File: src/rtl/imm_pkg.sv
// Shared encodings for the immediate generator: format selects and skid-buffer states.
package imm_pkg;

    localparam logic [2:0] IMM_I     = 3'b000;
    localparam logic [2:0] IMM_S     = 3'b001;
    localparam logic [2:0] IMM_B     = 3'b010;
    localparam logic [2:0] IMM_U     = 3'b011;
    localparam logic [2:0] IMM_J     = 3'b100;
    localparam logic [2:0] IMM_ZIMM  = 3'b101;
    localparam logic [2:0] IMM_SHAMT = 3'b110;
    localparam logic [2:0] IMM_ILL   = 3'b111;

    localparam logic [1:0] ST_EMPTY  = 2'd0;
    localparam logic [1:0] ST_ONE    = 2'd1;
    localparam logic [1:0] ST_FULL   = 2'd2;

endpackage

File: src/rtl/imm_decode.sv
// Combinational immediate extraction for every supported instruction format.
module imm_decode #(
    parameter int XLEN    = 32,
    parameter int SHAMT_W = 5
) (
    input  logic [31:0]     Instr,
    input  logic [2:0]      Immsrc,
    output logic [XLEN-1:0] imm,
    output logic            illegal
);
    import imm_pkg::*;

    logic [11:0] i_field;
    logic [11:0] s_field;
    logic [12:0] b_field;
    logic [31:0] u_field;
    logic [20:0] j_field;
    logic        unused_opcode;

    assign i_field = Instr[31:20];
    assign s_field = {Instr[31:25], Instr[11:7]};
    assign b_field = {Instr[31], Instr[7], Instr[30:25], Instr[11:8], 1'b0};
    assign u_field = {Instr[31:12], 12'b0};
    assign j_field = {Instr[31], Instr[19:12], Instr[20], Instr[30:21], 1'b0};

    // The opcode field never contributes to any immediate.
    assign unused_opcode = ^Instr[6:0];

    // Select and extend the field chosen by Immsrc; the reserved code yields zero and flags it.
    always_comb begin
        imm     = '0;
        illegal = 1'b0;
        case (Immsrc)
            IMM_I:     imm = XLEN'($signed(i_field));
            IMM_S:     imm = XLEN'($signed(s_field));
            IMM_B:     imm = XLEN'($signed(b_field));
            IMM_U:     imm = XLEN'($signed(u_field));
            IMM_J:     imm = XLEN'($signed(j_field));
            IMM_ZIMM:  imm = XLEN'(Instr[19:15]);
            IMM_SHAMT: imm = XLEN'(Instr[20 +: SHAMT_W]);
            default: begin
                imm     = '0;
                illegal = 1'b1;
            end
        endcase
    end

endmodule

File: src/rtl/imm_gen_pipe.sv
// Immediate generator behind a 2-entry skid buffer: decode first, then register final values.
//
// state    | meaning
// ---------+--------------------------------------------------
// ST_EMPTY | nothing held, out_valid low
// ST_ONE   | main stage holds the beat being presented
// ST_FULL  | main presenting, skid holds the next beat; in_ready low
module imm_gen_pipe #(
    parameter int XLEN    = 32,
    parameter int SHAMT_W = 5
) (
    input  logic            clk,
    input  logic            rst_n,
    input  logic            in_valid,
    output logic            in_ready,
    input  logic [31:0]     Instr,
    input  logic [2:0]      Immsrc,
    output logic            out_valid,
    input  logic            out_ready,
    output logic [XLEN-1:0] ImmExt,
    output logic            Illegal
);
    import imm_pkg::*;

    logic [1:0]      state;
    logic [XLEN-1:0] main_imm;
    logic            main_ill;
    logic [XLEN-1:0] skid_imm;
    logic            skid_ill;
    logic [XLEN-1:0] dec_imm;
    logic            dec_ill;
    logic            accept;
    logic            deliver;

    imm_decode #(
        .XLEN    (XLEN),
        .SHAMT_W (SHAMT_W)
    ) u_decode (
        .Instr   (Instr),
        .Immsrc  (Immsrc),
        .imm     (dec_imm),
        .illegal (dec_ill)
    );

    // in_ready comes straight from registered state so out_ready never reaches it combinationally.
    assign in_ready  = (state != ST_FULL);
    assign out_valid = (state != ST_EMPTY);
    assign accept    = in_valid && in_ready;
    assign deliver   = out_valid && out_ready;
    assign ImmExt    = main_imm;
    assign Illegal   = main_ill;

    // Skid-buffer sequencing: main stage always presents the oldest beat, skid catches one during a stall.
    always_ff @(posedge clk or negedge rst_n) begin
        if (!rst_n) begin
            state    <= ST_EMPTY;
            main_imm <= '0;
            main_ill <= 1'b0;
            skid_imm <= '0;
            skid_ill <= 1'b0;
        end else begin
            case (state)
                ST_EMPTY: begin
                    if (accept) begin
                        main_imm <= dec_imm;
                        main_ill <= dec_ill;
                        state    <= ST_ONE;
                    end
                end
                ST_ONE: begin
                    if (accept && deliver) begin
                        main_imm <= dec_imm;
                        main_ill <= dec_ill;
                    end else if (accept) begin
                        skid_imm <= dec_imm;
                        skid_ill <= dec_ill;
                        state    <= ST_FULL;
                    end else if (deliver) begin
                        state    <= ST_EMPTY;
                    end
                end
                ST_FULL: begin
                    if (deliver) begin
                        main_imm <= skid_imm;
                        main_ill <= skid_ill;
                        state    <= ST_ONE;
                    end
                end
                default: begin
                    state <= ST_EMPTY;
                end
            endcase
        end
    end

endmodule

File: config.mk
export PLATFORM = sky130hd
export DESIGN_NAME = imm_gen_pipe
export DESIGN_NICKNAME = d
export VERILOG_FILES = /design/src/rtl/imm_pkg.sv /design/src/rtl/imm_decode.sv /design/src/rtl/imm_gen_pipe.sv
export SDC_FILE = /design/constraint.sdc
export NUM_CORES = 1
export LEC_CHECK = 0
export BUFFER_PORTS_ARGS = -buffer_cell sky130_fd_sc_hd__buf_2
export CORE_UTILIZATION = 41
export DETAILED_ROUTE_END_ITERATION = 12
export PLACE_DENSITY = 0.75
export SLEW_MARGIN = 30
export SYNTH_ARGS = -nofsm -noshare
export SYNTH_HDL_FRONTEND = slang
export SYNTH_SLANG_ARGS = --single-unit
File: constraint.sdc
create_clock -name clk -period 2.7 [get_ports clk]
set_input_delay 0.81 -clock clk [delete_from_list [all_inputs] [get_ports clk]]
set_output_delay 0.81 -clock clk [all_outputs]
set_load 0.05 [all_outputs]
Yosys cells after proc, flatten, opt, wreduce, memory -nomap -nowiden

Index checks and enable logic that the tools add are counted.

Input bits: 39
Output and inout port bits: 35
Word-level logic and storage cells: 47
Register bits: 68

Multiplexer cells: 16
Reduce and logical (&&, ||, !) cells: 11
Bitwise gates (word level): 1
Eq/ne operators: 14

Operators by type and width:

| kind                                                | count |
|---|---|
| one-hot mux 32 bit (7 select lines)                 | 1 |
| 2-to-1 mux 32 bit                                   | 3 |
| one-hot mux 32 bit (3 select lines)                 | 1 |
| 2-to-1 mux 2 bit                                    | 5 |
| inequality test 2 bit, second input constant        | 5 |
| equality test 3 bit, second input constant          | 3 |
| AND reduction 4 bit                                 | 2 |
| OR reduction 7 bit                                  | 1 |
| equality test 3 x 2 -> 1 bit, second input constant | 2 |
| one-hot mux 2 bit (3 select lines)                  | 1 |
| 2-to-1 mux 1 bit                                    | 4 |
| equality test 3 x 1 -> 1 bit, second input constant | 1 |
| logical AND 1 bit                                   | 3 |
| zero test 3 bit                                     | 1 |
| inequality test 3 bit, second input constant        | 1 |
| one-hot mux 1 bit (3 select lines)                  | 1 |
| AND reduction 3 bit                                 | 1 |
| nonzero test 3 bit                                  | 1 |
| equality test 2 x 1 -> 1 bit, second input constant | 1 |
| equality test 2 bit, second input constant          | 1 |
| zero test 2 bit                                     | 1 |
| nonzero test 2 bit                                  | 1 |
| inverter 1 bit                                      | 1 |

Depth between registers and ports, before layout

Word-level depth: 6
Depth in mapped cells: 6
Mapped depth without buffers: 4

Modules after synthesis

Synthesis repeated with hierarchy kept, for this count alone.

Cells, all modules: 277
Area, all modules: 4017.6 µm²

Modules (own cells, without submodules):

| module       | cells an instance | seq. area each (µm²) | area an instance (µm²) | instances |
|---|---|---|---|---|
| imm_gen_pipe | 191               | 1701.6               | 3403.3                 | 1 |
| imm_decode   | 86                | 0.0                  | 614.3                  | 1 |

Least setup slack after synthesis

OpenSTA, ideal clock, no wires.

Path type: register to output
From: reg state[1]
To: out in_ready
Path slack: 0.834 ns
Data arrival time: 1.056 ns
Data required time: 1.890 ns
Buffers on the path: 1
Cell stages (with the launch flop): 4
Path through: dfrtp_1 nor2b_1 buf_2 inv_1

Cells in the longest elaborated chain, start to end: 1

RTL lines:

| item                   | RTL line           | source |
|---|---|---|
| from (decl)            | imm_gen_pipe.sv:25 | `logic [1:0] state;` |
| from (signal assigned) | imm_gen_pipe.sv:56 | `state <= ST_EMPTY;` |
| from (signal assigned) | imm_gen_pipe.sv:67 | `state <= ST_ONE;` |
| from (signal assigned) | imm_gen_pipe.sv:77 | `state <= ST_FULL;` |
| inequality test 2 bit  | imm_gen_pipe.sv:46 | `assign in_ready = (state != ST_FULL);` |
| to (decl)              | imm_gen_pipe.sv:15 | `output logic in_ready,` |

Every way passes these cells.

Worst setup path in the final report

From: reg state[1]
To: out out_valid

Cells in the longest elaborated chain, start to end: 1

RTL lines:

| item               | RTL line           | source |
|---|---|---|
| nonzero test 2 bit | imm_gen_pipe.sv:47 | `assign out_valid = (state != ST_EMPTY);` |
| to (decl)          | imm_gen_pipe.sv:18 | `output logic out_valid,` |

Every way passes these cells.

==> results.toml <==
[timing]
hold_viol = 0
relSlewSlack_pct = 51.2
finalSetupTns_ps = 0
finClkSkew_ps = 6.50
setup_viol = 0
hold-worst-slack_ps = 476
finalCritPeriodShare_pct = 78.0
tightestPinTransition_ps = 731
fmax_ghz = 0.475
final-max-slew-violation-count = 0
rsz0062_at_grt = "no"
min_period_ps = 2110

[synthesis]
postSynth.asyncResetShare_pct = 100
avgSynthCellArea_um2 = 9.57
synthFlopType = "dfrtp_1"
yosysMostFrequentCell = "dfrtp_1"
yosysWarningCount = 0
syn-num-nets = 394
synth_area_leader_cell = "dfrtp_1"
synth-edff-count = 0
syn_area_um2 = 3400
synth_top_area_share_pct = 50.1
synth.area.top_cells = "dfrtp_1 (50%), a21oi_1 (6.5%), o21ai_1 (6.3%)"
synth-seq-cells = 68
ys_seq_area_share_pct = 50.1
synthCells = 355
yosys-top-cells-count = "dfrtp_1 (68), nand2_1 (49), a21oi_1 (44)"
synth_cell_types = 32

[route]
drcViolationCount = 0
top_layer_used = "met4"
wl_per_cell_um = 15.4
wl_met1_mm = 3.70
drtIter0Drc = 180
wl_met3_um = 407
vias_per_cell = 5.40
wirelength_mm = 8.00
route.vias.total = 2796
drtAntennaViolNets = 0
first_pass_iters = 4
wl_met2_mm = 3.79

[place]
portBuffers = 66
hpwlAfterDp_mm = 5.51
place.gp.congestion = 0.805

[floorplanning]
die_x_um = 93.0
core-area_um2 = 7890
start_util_pct = 43.1
fp.dieH_um = 93.0
pin_count = 74
rows = 32
die-area_um2 = 8650

[worst_setup_path]
cp.arrival_ps = 1300
path_delay_family = "flip-flops"
cp_cell_sequence = "or2_2, buf_2"
critical_path.startpoint_type = "flop"
slowest_delay_ps = 440
reg2reg_slack_ps = 1000
crit_path_end_kind = "output port"
required_ps = 1890
cp_num_buf_inv = 1
worstSetupPathType = "flop to output port"
slowest_stage = "dfrtp_1"
path_max_fanout = 7

[global_route]
antenna_found_initial = 0
grt_pass1_wl_mm = 13.1
grt_pass1_vias = 2654
grt_usage_pct = 19.6
gr-total-overflow = 0
grt_max_degree = 69

[power_and_ir_drop]
power_density_nw_per_um2 = 924
combPwrFrac_pct = 36.8
p_leak_uw = 0.00188
seq_power_share_pct = 39.9
swShare_pct = 39.6
p_switching_uw = 1470
vdd.ir_drop.worst_mv = 0.543
p_int_uw = 2250
pwr-share-clk_pct = 23.4

[cts]
clk_latency_ps = 330
clockRootBuffer = "clkbuf_8"
cts_inserted_buffers = 9
clk_pin_slew_ps = 70
clk_path_buf_depth = 2
hold_buffers = 0
cts_tree = "yes"
htree_levels = 3
clock-sinks = 68
post_cts_buffers = 0
post_cts_resized = 0

[final_layout]
syn2layout_area_growth_pct = 18.5
drive_gt1_share_pct = 22.8
n_antenna_cell = 0
finalNetCount = 451

[run]
drv_cap = 0

[status]
status = "finished clean"

[worst_hold_path]
hold_path.class = "flop to flop"
## routing by layer
| metal | GRT usage (%) | vias to the layer above |
|---|---|---|
| met3 | 4.63 | 10 |
| met5 | 0 | - |
| met2 | 30.1 | 78 |
| li1 | - | 1371 |
| met1 | 27.4 | 1337 |
| met4 | 6.03 | 0 |
## sequential cells by signal, indices dropped and copies added (netlist names)
register,cells
skid_imm,32
Illegal,1
ImmExt,32
state,2
skid_ill,1
## worst paths after layout
kind / to / depth (start not counted) / from
min in group asynchronous: ImmExt[20] / 2 / rst_n
max reg2reg: ImmExt[18] / 5 / state[1]
max: out_valid / 2 / state[1]
min reg2reg: skid_imm[16] / 2 / skid_imm[16]
max in group asynchronous: ImmExt[16] / 2 / rst_n
min: skid_imm[16] / 2 / skid_imm[16]
## cell families after synthesis
logic type / share of synthesized area (%)
mux: 8.29
flops: 50.1
compound gates: 23.1
simple gates: 13.6
buf+inv: 4.57
fa+ha+maj: 0.331
## power by group through the flow
| stage | combinational [uW] | clock (uW) | sequential, uW |
|---|---|---|---|
| floorplan | 518 | 0 | 1990 |
| global placement | 1350 | 0 | 1490 |
| detailed placement | 1370 | 0 | 1500 |
| CTS | 1380 | 887 | 1490 |
| global route | 1470 | 927 | 1520 |
| finish | 1370 | 870 | 1480 |
## through the flow
step                instances  setup WS (ps)  util [%]  total power, uW  area, um2
floorplan                 355            834         -             2510       3400
global placement          503            465      48.5             2840       3820
detailed placement        503            418      48.5             2880       3830
CTS                       518            579      51.0             3750       4030
global route              518            518      51.0             3920       4030
finish                    518            593      51.0             3720       4030
## worst min-delay path: stages (launching register included)
cell     delay (ps)
dfrtp_1         340
nand2_1          50
o21ai_1          60
## cell type report
cell class,count,area [um2]
Clock buffer,13,139
Clock inverter,2,60.1
Fill cell,711,3860
Inverter,4,15.0
Multi-Input combinational cell,254,1550
Sequential cell,68,1700
Tap cell,102,128
Timing Repair Buffer,75,435
## cell usage in the layout, fill, tap and decap left out
master / netlist / layout
maj3_2: 1 / 1
bufinv_16: 0 / 2
o21ai_1: 43 / 43
mux2_1: 7 / 7
inv_1: 4 / 4
clkbuf_8: 0 / 9
mux2_2: 2 / 2
and3b_1: 2 / 2
nand2b_1: 22 / 22
o32a_1: 1 / 1
buf_4: 0 / 6
o22a_1: 7 / 7
nand2_2: 0 / 1
a21o_1: 1 / 1
o21ai_0: 11 / 11
a21oi_4: 1 / 1
dfrtp_1: 68 / 68
a31oi_1: 1 / 1
nand2_1: 49 / 48
nor2b_1: 5 / 4
a31o_1: 1 / 1
nor2b_2: 1 / 2
a21oi_1: 44 / 44
a22oi_1: 11 / 11
nor4b_1: 2 / 2
mux2i_1: 18 / 18
nor2_1: 6 / 5
clkbuf_1: 13 / 4
and2_1: 1 / 1
buf_12: 0 / 3
nor2_2: 0 / 1
o22ai_1: 1 / 1
or2_2: 1 / 1
a2bb2oi_1: 11 / 11
nand3b_1: 4 / 4
buf_2: 13 / 66
(Power assumes the default switching activity.)
